### config.mk
export PLATFORM = sky130hd
export DESIGN_NAME = pwr_fault_logger
export DESIGN_NICKNAME = d
export VERILOG_FILES = /design/src/rtl/pwr_fault_logger.sv
export SDC_FILE = /design/constraint.sdc
export NUM_CORES = 1
export LEC_CHECK = 0
export ABC_AREA = 1
export CAP_MARGIN = 20
export CORE_UTILIZATION = 56
export CTS_CLUSTER_SIZE = 8
export DETAILED_ROUTE_END_ITERATION = 10
export PLACE_DENSITY = 0.8
export SETUP_SLACK_MARGIN = 0.5
export SYNTH_ARGS = -nofsm -noshare
export SYNTH_HDL_FRONTEND = slang
export SYNTH_SLANG_ARGS = --single-unit
### constraint.sdc
create_clock -name iClk -period 1.6 [get_ports iClk]
set_input_delay 0.24 -clock iClk [delete_from_list [all_inputs] [get_ports iClk]]
set_output_delay 0.24 -clock iClk [all_outputs]
set_load 0.005 [all_outputs]
### src/rtl/pwr_fault_logger.sv
// pwr_fault_logger: sticky capture of sequencer faults (first fault, event count)
// with a BMC-clocked serial readout frame.
module pwr_fault_logger #(
  parameter int NUM_FLT = 7,
  parameter int CNT_W = 8,
  parameter int FRAME_W = 32,
  parameter logic [7:0] HDR = 8'hA5
) (
  input  logic               iClk,
  input  logic               iRst_n,
  input  logic [NUM_FLT-1:0] iFlt_n,
  input  logic [3:0]         iFsm_state,
  input  logic               iClear,
  input  logic               iLoad_n,
  input  logic               iSclk,
  output logic               oSdata,
  output logic               oFault_any_n,
  output logic [NUM_FLT-1:0] oFlt_latched,
  output logic [3:0]         oFirst_code,
  output logic [3:0]         oFirst_state,
  output logic [CNT_W-1:0]   oFlt_cnt,
  output logic               oBusy
);
  localparam int BW = $clog2(FRAME_W);
  localparam logic [BW-1:0] LAST = BW'(FRAME_W - 1);
  localparam logic [CNT_W-1:0] CNT_MAX = '1;
  typedef enum logic [1:0] {IDLE, SHIFT, DONE} state_t;
  logic [NUM_FLT-1:0] prev_q, lat_q, lat_d, edg;
  logic [3:0] code_q, code_d, fst_q, fst_d, low_code, base_code;
  logic [CNT_W-1:0] cnt_q, cnt_d, base_cnt;
  logic any_n_q, first_hit;
  logic [2:0] ld_q, sc_q;
  logic ld_fall, ld_rise, sc_rise;
  state_t st_q;
  logic [FRAME_W-1:0] sr_q, frame;
  logic [BW-1:0] bit_q;
  logic sdata_q, busy_q;
  // Clear is applied before any edge seen in the same cycle.
  always_comb begin
    edg = prev_q & ~iFlt_n;
    low_code = '0;
    for (int i = NUM_FLT - 1; i >= 0; i--) if (edg[i]) low_code = 4'(i + 1);
    base_code = iClear ? '0 : code_q;
    base_cnt = iClear ? '0 : cnt_q;
    first_hit = (base_code == '0) && |edg;
    lat_d = (iClear ? '0 : lat_q) | edg;
    code_d = first_hit ? low_code : base_code;
    fst_d = first_hit ? iFsm_state : (iClear ? '0 : fst_q);
    cnt_d = (|edg && base_cnt != CNT_MAX) ? base_cnt + CNT_W'(1) : base_cnt;
  end
  always_ff @(posedge iClk or negedge iRst_n) begin
    if (!iRst_n) begin
      prev_q <= '1;
      lat_q <= '0;
      code_q <= '0;
      fst_q <= '0;
      cnt_q <= '0;
      any_n_q <= 1'b1;
      ld_q <= '1;
      sc_q <= '1;
    end else begin
      prev_q <= iFlt_n;
      lat_q <= lat_d;
      code_q <= code_d;
      fst_q <= fst_d;
      cnt_q <= cnt_d;
      any_n_q <= ~|lat_q;
      ld_q <= {ld_q[1:0], iLoad_n};
      sc_q <= {sc_q[1:0], iSclk};
    end
  end
  assign ld_fall = ld_q[2] & ~ld_q[1];
  assign ld_rise = ~ld_q[2] & ld_q[1];
  assign sc_rise = ~sc_q[2] & sc_q[1];
  assign frame = FRAME_W'({HDR, fst_q, code_q, 8'(lat_q), 8'(cnt_q)});
  always_ff @(posedge iClk or negedge iRst_n) begin
    if (!iRst_n) begin
      st_q <= IDLE;
      sr_q <= '0;
      bit_q <= '0;
      sdata_q <= 1'b1;
      busy_q <= 1'b0;
    end else begin
      case (st_q)
        IDLE: if (ld_fall) begin
          sr_q <= frame;
          sdata_q <= frame[FRAME_W-1];
          st_q <= SHIFT;
          busy_q <= 1'b1;
        end
        SHIFT: if (ld_rise) begin
          st_q <= IDLE;
          sdata_q <= 1'b1;
          bit_q <= '0;
          busy_q <= 1'b0;
        end else if (sc_rise) begin
          sr_q <= sr_q << 1;
          if (bit_q == LAST) begin
            st_q <= DONE;
            sdata_q <= 1'b1;
            bit_q <= '0;
          end else begin
            sdata_q <= sr_q[FRAME_W-2];
            bit_q <= bit_q + BW'(1);
          end
        end
        DONE: if (ld_q[1]) begin
          st_q <= IDLE;
          busy_q <= 1'b0;
        end
        default: st_q <= IDLE;
      endcase
    end
  end
  assign oSdata = sdata_q;
  assign oBusy = busy_q;
  assign oFault_any_n = any_n_q;
  assign oFlt_latched = lat_q;
  assign oFirst_code = code_q;
  assign oFirst_state = fst_q;
  assign oFlt_cnt = cnt_q;
endmodule

==> impl_results.md, run 1 <==
* Timing startpoint of the critical path: oFlt_cnt[1]
* Worst voltage drop across the vdd grid at ~0.0015 V
* Number of global-route vias before repair at 3613
* Global-route wire length before repair at roughly 17000 um
* R2r setup slk at -0.25 ns
* Type of the most critical hold path: in2reg
* # port buffers at 41
* DRC errors left at 0
* Area fraction in compound gates after synthesis at 12.9%
* Average via count per standard cell at 6.10
* Leading cell type by number of instances after synthesis: sky130_fd_sc_hd__nand2_1
* Cell count after synthesis at 399
* 1st-iter DRT viols at about 340
* Top cells by area in the synthesized netlist: sky130_fd_sc_hd__dfrtp_1 42%, sky130_fd_sc_hd__nand2_1 12%, sky130_fd_sc_hd__dfstp_2 11%
* Run status: finished with violations
* Starting density of the core at between 50 and 60%
* Area share of fa/ha/maj cells after synthesis at 2.05%
* Endpoint kind of the worst setup timing path: flip-flop
* I/O Pins at 42
* Synth unique cells at 31
* Final-stage net count at 569
* Simple-gate area share of the yosys netlist at 19.9%
* Die ar. at about 6900 um2
* Number of H-tree levels at 3
* Die span in y at 82.9 um
* Slew at the pin closest to its max-slew limit at 0.412 ns
* Average instance area after synthesis at 9.18 um2
* Area taken by multi-input logic gates at approximately 2000 um2
* Total length of routed wires at 14700 um
* Synthesized net count at 421
* Clock edge transition at the registers on the reported setup and hold paths at 0.09 ns
* Weighted congestion at the end of routability-driven global placement at 0.819
* Pwr Total at between 9 and 10 mW
* Core ar. at 6310 um2
* Tmin final at 1.85 ns
* Largest family of logic cells by synthesized area: simple AND/OR/NAND/NOR gates
* Layout area overhead at 58.9%
* Placed cell count at 542
* Biggest cell delay along the critical path at 0.41 ns
* Width of the chip at slightly above 80 um
* Type of origin of the critical path: flip-flop
* Num CTS Buffers at 9
* End of the critical path: oFlt_cnt[5]
* Slowest stage cell, crit path: sky130_fd_sc_hd__dfrtp_1
* Number of buffers between clock root and the deepest sink at 2
* Multiplexer share of the synthesized area at 2.73%
* Post-synthesis sequential area ratio at 53.1%
* Fill cell instance count of the final layout at 204
* Cell count of the worst reg-to-reg path at 8
* Data required time at the worst endpoint at 1.90 ns
* Std cell rows at 29
* Launch point of the worst hold path: iFlt_n[1]
* Most instantiated flip-flop cell in the synthesis netlist: sky130_fd_sc_hd__dfrtp_1
* Worst hold margin at 0.126 ns
* CTS tree: built
* Number of synthesized register bits at 77
* Power density of the placed cells at approximately 1700 nW/um2
* Clock sink count at 77
* Final setup viols at 9
* Violations in the final reports: negative setup slack
* Critical path fanouts, max at 4
* Remaining global-route overflow at 0
* Share of layout cells above drive strength 1 at 58.0%
* Reg-to-reg critical path startpoint: oFlt_cnt[1]
* Yosys warnings at 0
* Unrepaired setup endpoints after global routing: yes
* Fmax at 541 MHz
* All-Layer GR Usage at between 30 and 40%
* Xor-xnor portion of the synthesized cell area at roughly 1.2%
* CTS root buffer: sky130_fd_sc_hd__clkbuf_8
* Final slew viol count at 0
* Clock network latency to the later pin of the worst-skew pair at around 0.37 ns
* DR vias at 3838
* Number of nets with antenna violations after routing at 0
* Critical path arrival at roughly 2.2 ns
* Pre-antenna DRT Iters at 5
* Post-Syn Area at 3660 um2
* Cell type contributing the most total cell area after synthesis: sky130_fd_sc_hd__dfrtp_1
* Capture point of the worst reg-to-reg path: oFlt_cnt[5]
* Final cell count without fillers at 629
* Worst clock skew on the final layout at 0.0147 ns
* CP Class: reg2reg
* Worst slack, placed at -0.256 ns
* Leakage Power at ~2.9 nW
* Maximum capacitance violations at 0
* Number of antenna violations at the first check in global routing at 0
* Endpoints failing hold at 0
* Area share of the largest cell type after synthesis at between 40% and 50%
* Pin count of the biggest net entering global routing at between 70 and 80
* Async set-reset flop share out of synthesis at 100%
* Most frequent cells after synthesis: 118 x sky130_fd_sc_hd__nand2_1, 62 x sky130_fd_sc_hd__dfrtp_1, 44 x sky130_fd_sc_hd__inv_1
* Sequential cell area at 1950 um2
* Number of enable flip-flop cells after synthesis at 0
* Drt wl/cell at 23.4 um
* Post-layout worst setup margin at -0.249 ns
* Max_slew headroom at between 70% and 80%
* CP cell instances: inv_2, buf_4, nor3_1, buf_4, nand2_1, xor2_1, nand2_1, nand2_2
* Ant. Diodes at 0
* HPWL after detailed placement at 5360 um
* Period Utilization, post-route at 116%
sequential cells by signal (all words and copies together) (netlist names):
| register | flops |
|---|---|
| oBusy | 1 |
| sc_q | 3 |
| oFirst_state | 4 |
| oFlt_cnt | 8 |
| prev_q | 7 |
| bit_q | 5 |
| oFirst_code | 4 |
| oFlt_latched | 7 |
| oSdata | 1 |
| sr_q | 31 |
| oFault_any_n | 1 |
| st_q | 2 |
| ld_q | 3 |
worst min-delay path by stage:
stage	to	cells after the start
CTS	prev_q[1]	1
detailed placement	bit_q[1]	2
finish	prev_q[1]	1
global route	prev_q[1]	1
floorplan	bit_q[0]	0
global placement	st_q[1]	2
stage by stage:
step	instance area (um2)	utilization, %	TNS [ns]
final	5820	92.1	-0.388
after global routing	5820	92.1	-0.818
after CTS	5240	83.0	0
after detailed placement	4480	71.0	-2.84
after global placement	4480	71.0	-2.13
after floorplan	3780	-	0
layout make-up:
type | instances | share of cell area [%]
multi-input cells | 263 | 34.5
inverters | 46 | 3.49
well taps | 77 | 1.66
clock inverters | 1 | 0.516
clock buffers | 15 | 3.03
flip-flops and latches | 77 | 33.5
repair buffers | 150 | 23.3
layout by cell type (no fill, tap or decap), types with 9 or more instances in the layout:
| cell type | n |
|---|---|
| sky130_fd_sc_hd__dfrtp_1 | 61 |
| sky130_fd_sc_hd__buf_4 | 74 |
| sky130_fd_sc_hd__nor2_4 | 10 |
| sky130_fd_sc_hd__mux2i_1 | 10 |
| sky130_fd_sc_hd__clkbuf_8 | 12 |
| sky130_fd_sc_hd__nand2_2 | 42 |
| sky130_fd_sc_hd__dfstp_2 | 15 |
| sky130_fd_sc_hd__o21ai_2 | 36 |
| sky130_fd_sc_hd__inv_2 | 9 |
| sky130_fd_sc_hd__nor2_1 | 10 |
| sky130_fd_sc_hd__o21ai_0 | 17 |
| sky130_fd_sc_hd__nand2_1 | 63 |
| sky130_fd_sc_hd__buf_6 | 27 |
| sky130_fd_sc_hd__nand2_4 | 22 |
| sky130_fd_sc_hd__buf_2 | 20 |
| sky130_fd_sc_hd__inv_1 | 30 |
worst max-delay path, delay by kind of cell (launching register included):
kind	cells	cell delay (ns)
AND/OR/NAND/NOR	4	0.67
buffers and inverters	3	0.44
flip-flops	1	0.41
XOR/XNOR	1	0.25
what timing repair did:
item,CTS,global route
gates cloned,2,3
gates resized for setup,194,82
setup endpoints to repair,84,82
pin swaps,43,44
endpoints found under the hold margin,62,0
hold buffers,1,0
setup buffers,39,26
per-layer routing:
layer / share of wire, % / up-vias / track usage (%)
met4: 7.9 / 0 / 13.9
met5: 0 / - / 0
met3: 8.5 / 113 / 7.85
li1: - / 1570 / -
met1: 34 / 1853 / 38.0
met2: 49 / 302 / 57.3
cell families (layout without fill, tap and decap cells):
kind of cell,Yosys count,in the layout
flip-flops,77,77
AND/OR/NAND/NOR,172,173
adder cells (fa/ha/maj),6,6
XOR/XNOR,5,5
multiplexers,10,10
buffers and inverters,60,212
AO/OA/AOI/OAI,69,69
power breakdown:
part	total, mW	internal (mW)	leakage, nW	switching (mW)
Clock	1.63	0.854	0.104	0.773
Combinational	5.34	2.47	1.84	2.87
Sequential	2.92	2.45	0.953	0.470
Power figures use the tool's default switching activity.
==> inputs of run 2 (changes only) <==
- CORE_MARGIN: unset -> 3
- clock period: 1.6 -> 1.96 ns (I/O delays scaled with it)
==> run 2 against run 1 <==
The run now ends clean. Largest cell class is now registers. Critical path type unchanged. Clock-buffer cell count is 5 lower. Routed wire length is 30% lower. Total power is 26% lower. Via count is 15% lower. First-iteration DRC count is 21% lower. Core utilization is 8.8 points lower. Critical path depth stayed put. Die area is 9.9% higher. Register-to-register slack better by 0.49 ns. Fmax is 7.8% higher.
==> impl_results.md, run 2 (synthesis results as in run 1) <==
* Number of nets with antenna violations after routing at 0
* Final cell count without fillers at about 580
* Max_slew headroom at 77.8%
* Critical path arrival at 1.99 ns
* Type of origin of the critical path: flip-flop
* # port buffers at 41
* Cell family with the largest share of critical-path delay: flip-flops
* All-Layer GR Usage at 26.1%
* Maximum capacitance violations at 0
* Final setup viols at 0
* Clock edge transition at the registers on the reported setup and hold paths at 0.08 ns
* Biggest cell delay along the critical path at ~0.53 ns
* CP cell instances: inv_2, nand2_4, a21oi_1, or2_4, buf_8, buf_12, buf_16, o21ai_2
* Critical path fanouts, max at 8
* Worst clock skew on the final layout at 0.00685 ns
* 1st-iter DRT viols at 271
* Post-layout worst setup margin at 0.246 ns
* Final slew viol count at 0
* Endpoint kind of the worst setup timing path: flip-flop
* DR vias at 3254
* Ant. Diodes at 0
* Worst hold margin at 0.345 ns
* Unrepaired setup endpoints after global routing: yes
* Slew at the pin closest to its max-slew limit at 0.331 ns
* Share of layout cells above drive strength 1 at between 30% and 40%
* Num CTS Buffers at 9
* Most frequent cells in the layout: 100 x sky130_fd_sc_hd__nand2_1, 60 x sky130_fd_sc_hd__dfrtp_1, 43 x sky130_fd_sc_hd__buf_4
* Die span in y at 86.9 um
* Pin count of the biggest net entering global routing at 33
* Endpoints failing hold at 0
* Leakage Power at 2.57 nW
* Tmin final at 1.71 ns
* Remaining global-route overflow at 0
* Pre-antenna DRT Iters at 5
* Data required time at the worst endpoint at 2.23 ns
* Number of antenna violations at the first check in global routing at 0
* Most common cell after layout, fill and taps aside: sky130_fd_sc_hd__nand2_1
* Drt wl/cell at 17.9 um
* CP Class: reg2reg
* Die ar. at 7540 um2
* Post-route cell area at 5110 um2
* Period Utilization, post-route at 87.5%
* Number of global-route vias before repair at 3206
* Starting density of the core at 59.7%
* Worst slack, placed at -0.0466 ns
* Placed cell count at approximately 520
* Number of H-tree levels at 3
* CTS root buffer: sky130_fd_sc_hd__clkbuf_8
* Layout area overhead at 39.5%
* Largest reg by FF count: sr_q
* Pwr Total at 7.34 mW
* Width of the chip at 86.9 um
* Slowest stage cell, crit path: sky130_fd_sc_hd__dfstp_2
* CTS tree: built
* Worst voltage drop across the vdd grid at around 0.0010 V
* Global-route wire length before repair at 15200 um
* Clock sink count at 77
* Clock network latency to the later pin of the worst-skew pair at 0.35 ns
* Type of the most critical hold path: in2reg
* Core ar. at between 6000 and 7000 um2
* Number of buffers between clock root and the deepest sink at 2
* HPWL after detailed placement at 5290 um
* Number of flip-flops in the largest register at 31
* DRC errors left at 0
* Instance area at placement at 4170 um2
* Combined buffer and inverter count along the critical path at 4
* Final-stage net count at 520
* Std cell rows at 28
* Total length of routed wires at 10400 um
* Average via count per standard cell at 5.63
* I/O Pins at 42
* Run status: finished, final reports clean
* Fmax at 583 MHz
* Power density of the placed cells at 1440 nW/um2
* Weighted congestion at the end of routability-driven global placement at about 0.87
==> run 2: changes by cell type in the layout (fill, tap and decap cells not counted), sizes merged <==
cell,delta
buf,-72
bufinv,+1
clkbuf,-7
clkdlybuf4s15,-1
clkdlybuf4s50,+6
clkinvlp,+3
dlygate4sd2,+20
inv,+1
nand2,+1
or2,-1
==> run 2: timing repair <==
item / CTS / global route
gates cloned: 6 / 1
setup endpoints to repair: 73 / 53
endpoints found under the hold margin: 10 / 0
pin swaps: 3 / 7
buffers inserted: 27 / 12
resized for setup: 65 / 47
hold buffers: 1 / 0
==> run 2: worst paths after layout <==
kind,endpoint,cells past startpoint,slack [ns],start
setup / recovery,sr_q[13],8,0.25,ld_q[2]
hold / removal,ld_q[0],1,0.34,iLoad_n
setup reg to reg,sr_q[13],8,0.25,ld_q[2]
hold reg to reg,sc_q[1],0,0.36,sc_q[0]
max in group asynchronous,sr_q[27],3,0.99,iRst_n
min in group asynchronous,st_q[0],2,0.39,iRst_n
==> run 2: per-stage QoR <==
stage,TNS (ns),utilization (%)
global placement,0,68.1
global route,0,83.3
detailed placement,-0.228,68.1
CTS,0,79.1
floorplan,0,-
finish,0,83.3
==> run 2: layout make-up <==
class                   count  area [um2]
clock inverters             6        87.6
well taps                  75        93.8
flip-flops and latches     77        1950
clock buffers              10         128
multi-input cells         263        1620
inverters                  46         188
repair buffers            101        1050
fillers                   309        1020
==> run 2: metal layers <==
metal,up-vias,routed length (um),track usage (%)
li1,1480,-,-
met1,1597,4050,31.1
met5,-,0,0
met4,0,326,11.2
met2,140,5450,45.5
met3,37,526,5.30
==> run 2: worst reg2reg max path: cells and delay by family (launching register included) <==
kind	cells	cell delay, ns
DFF	1	0.53
AOI/OAI and AO/OA	2	0.24
buffers and inverters	4	0.47
and+or+nand+nor	2	0.41
==> run 2: power breakdown <==
group          switching (mW)  leakage (nW)  internal [mW]
registers               0.264         0.952           2.00
clock network           0.609        0.0985          0.715
logic                    1.92          1.52           1.83
==> inputs of run 3 (changes only) <==
- PLACE_DENSITY: 0.8 -> unset
- PLACE_DENSITY_LB_ADDON: unset -> 0.15
- REMOVE_ABC_BUFFERS: unset -> 1
==> run 3 against run 2 <==
Flip-flop and latch count unchanged. Setup slack better by 0.10 ns. Core utilization up 0.67 points. Largest power group unchanged. Clock skew up 0.0027 ns. Total power down 1.1%. Clock-buffer cell count up 2. First-iteration DRC count down 48%. Register-to-register slack better by 0.10 ns. Sequential power up 2%. Critical path type unchanged.
==> impl_results.md, run 3 (synthesis results as in run 1) <==
* Run status: finished, final reports clean
* DR vias at 3118
* GR Util met1 at 30.5%
* Slew at the pin closest to its max-slew limit at 0.528 ns
* Number of H-tree levels at 3
* Share of layout cells above drive strength 1 at 39.2%
* Weighted congestion at the end of routability-driven global placement at between 0.8 and 0.9
* CP Class: reg2reg
* Core ar. at a little over 6000 um2
* Number of buffers between clock root and the deepest sink at 2
* Max_slew headroom at 64.8%
* Most frequent cells in the layout: 87 x sky130_fd_sc_hd__nand2_1, 60 x sky130_fd_sc_hd__dfrtp_1, 36 x sky130_fd_sc_hd__inv_1
* Met2 track demand over resource in global routing at 43.8%
* Fill cell instance count of the final layout at 347
* Clock power frac at between 10% and 20%
* Total length of routed wires at 9440 um
* Net Sw Frac at 37.0%
* CTS root buffer: sky130_fd_sc_hd__clkbuf_8
* Layout area overhead at 40.6%
* CTS tree: built
* Drt wl/cell at 16.5 um
* Remaining global-route overflow at 0
* Clock network latency to the later pin of the worst-skew pair at 0.35 ns
* Clock edge transition at the registers on the reported setup and hold paths at around 0.08 ns
* Clock sink count at 77
* Switching component of the power at 2.69 mW
* Ant. Diodes at 0
* Data required time at the worst endpoint at 2.19 ns
* Critical path fanouts, max at 8
* # port buffers at 41
* Number of antenna violations at the first check in global routing at 0
* Sequential share of power at 31.9%
* Post-layout worst setup margin at 0.347 ns
* Instance area at placement at 4150 um2
* Width of the chip at around 87 um
* Average via count per standard cell at around 5.5
* Die ar. at 7540 um2
* Type of origin of the critical path: flip-flop
* Final slew viol count at 0
* Post-route cell area at 5150 um2
* Endpoints failing hold at 0
* Most common cell after layout, fill and taps aside: sky130_fd_sc_hd__nand2_1
* Die span in y at 86.9 um
* DRC errors left at 0
* I/O Pins at 42
* Type of the most critical hold path: in2reg
* Final setup viols at 0
* Tmin final at 1.61 ns
* Share of power burned in combinational logic at 49.7%
* HPWL after detailed placement at 4910 um
* 1st-iter DRT viols at 140
* Std cell rows at 28
* Number of flip-flops in the largest register at 31
* Final-stage net count at 514
* Number of nets with antenna violations after routing at 0
* All-Layer GR Usage at 25.4%
* Endpoint kind of the worst setup timing path: flip-flop
* Pre-antenna DRT Iters at 4
* Number of global-route vias before repair at 3146
* Worst voltage drop across the vdd grid at 0.000888 V
* Global-route wire length before repair at 14800 um
* Leakage Power at 2.62 nW
* Fmax at 620 MHz
* Largest reg by FF count: sr_q
* Most Used Layer, Global Route: met2
* Period Utilization, post-route at about 82%
* Pin count of the biggest net entering global routing at 43
* Unrepaired setup endpoints after global routing: yes
* Num CTS Buffers at 9
* Starting density of the core at 59.7%
* Maximum capacitance violations at 0
* Met3 Usage GRT at 6.72%
* Critical path arrival at 1.84 ns
* Power density of the placed cells at 1410 nW/um2
* Power Internal at around 4.6 mW
* Worst clock skew on the final layout at ~0.0095 ns
* Worst slack, placed at 0.00858 ns
## run 3: power by group through the flow
stage	Sequential (mW)	Clock, mW	Combinational [mW]
final	2.31	1.34	3.61
after detailed placement	2.26	0	2.09
after floorplan	2.21	0	1.47
after CTS	2.28	1.36	3.32
after global placement	2.25	0	2.03
after global routing	2.35	1.43	3.89
## run 3: final timing paths
check | start | slack [ns] | cells past startpoint | to
setup reg to reg | ld_q[2] | 0.35 | 8 | sr_q[19]
max in group asynchronous | iRst_n | 0.89 | 3 | oFlt_cnt[3]
min in group asynchronous | iRst_n | 0.45 | 2 | bit_q[3]
setup / recovery | ld_q[2] | 0.35 | 8 | sr_q[19]
hold / removal | iFlt_n[6] | 0.12 | 1 | prev_q[6]
hold reg to reg | ld_q[0] | 0.35 | 0 | ld_q[1]
## run 3: metal layers
layer | share of wire [%] | wire length (um) | up-vias
li1 | - | - | 1453
met2 | 52 | 4880 | 121
met4 | 3.6 | 337 | 0
met3 | 4.9 | 466 | 38
met5 | 0 | 0 | -
met1 | 40 | 3750 | 1506
## run 3: critical path, stage by stage, from the launching register on
cell                      delay, ns
sky130_fd_sc_hd__dfstp_2       0.53
sky130_fd_sc_hd__inv_2         0.06
sky130_fd_sc_hd__o21ai_4       0.14
sky130_fd_sc_hd__o21ai_2       0.08
sky130_fd_sc_hd__or2_4         0.26
sky130_fd_sc_hd__buf_12        0.15
sky130_fd_sc_hd__buf_12        0.13
sky130_fd_sc_hd__nand2_1       0.07
sky130_fd_sc_hd__o21ai_2       0.06
## run 3: repair_timing
| item | in CTS | in global routing |
|---|---|---|
| hold buffers | 1 | 0 |
| endpoints found under the setup margin | 74 | 52 |
| endpoints found under the hold margin | 27 | 0 |
| resized for setup | 94 | 53 |
| gates cloned | 6 | 0 |
| setup buffers | 25 | 11 |
| pin swaps | 6 | 16 |
## run 3: metrics by stage
step	cells	total power, mW	TNS (ns)	hold slack (ns)	utilization, %
global route	572	7.67	0	0.105	84.0
CTS	561	6.95	0	0.345	80.1
detailed placement	513	4.35	0	0.308	67.6
floorplan	385	3.68	-52.91	-0.00159	-
global placement	513	4.28	0	0.310	67.6
finish	572	7.26	0	0.124	84.0
## run 3: cell type report
cell class | count | area [um2] | area share [%]
Tap cell | 75 | 93.8 | 1.82
Sequential cell | 77 | 1950 | 37.8
Inverter | 46 | 185 | 3.60
Multi-Input combinational cell | 262 | 1690 | 32.7
Clock inverter | 4 | 70.1 | 1.36
Timing Repair Buffer | 96 | 1010 | 19.6
Clock buffer | 12 | 155 | 3.01
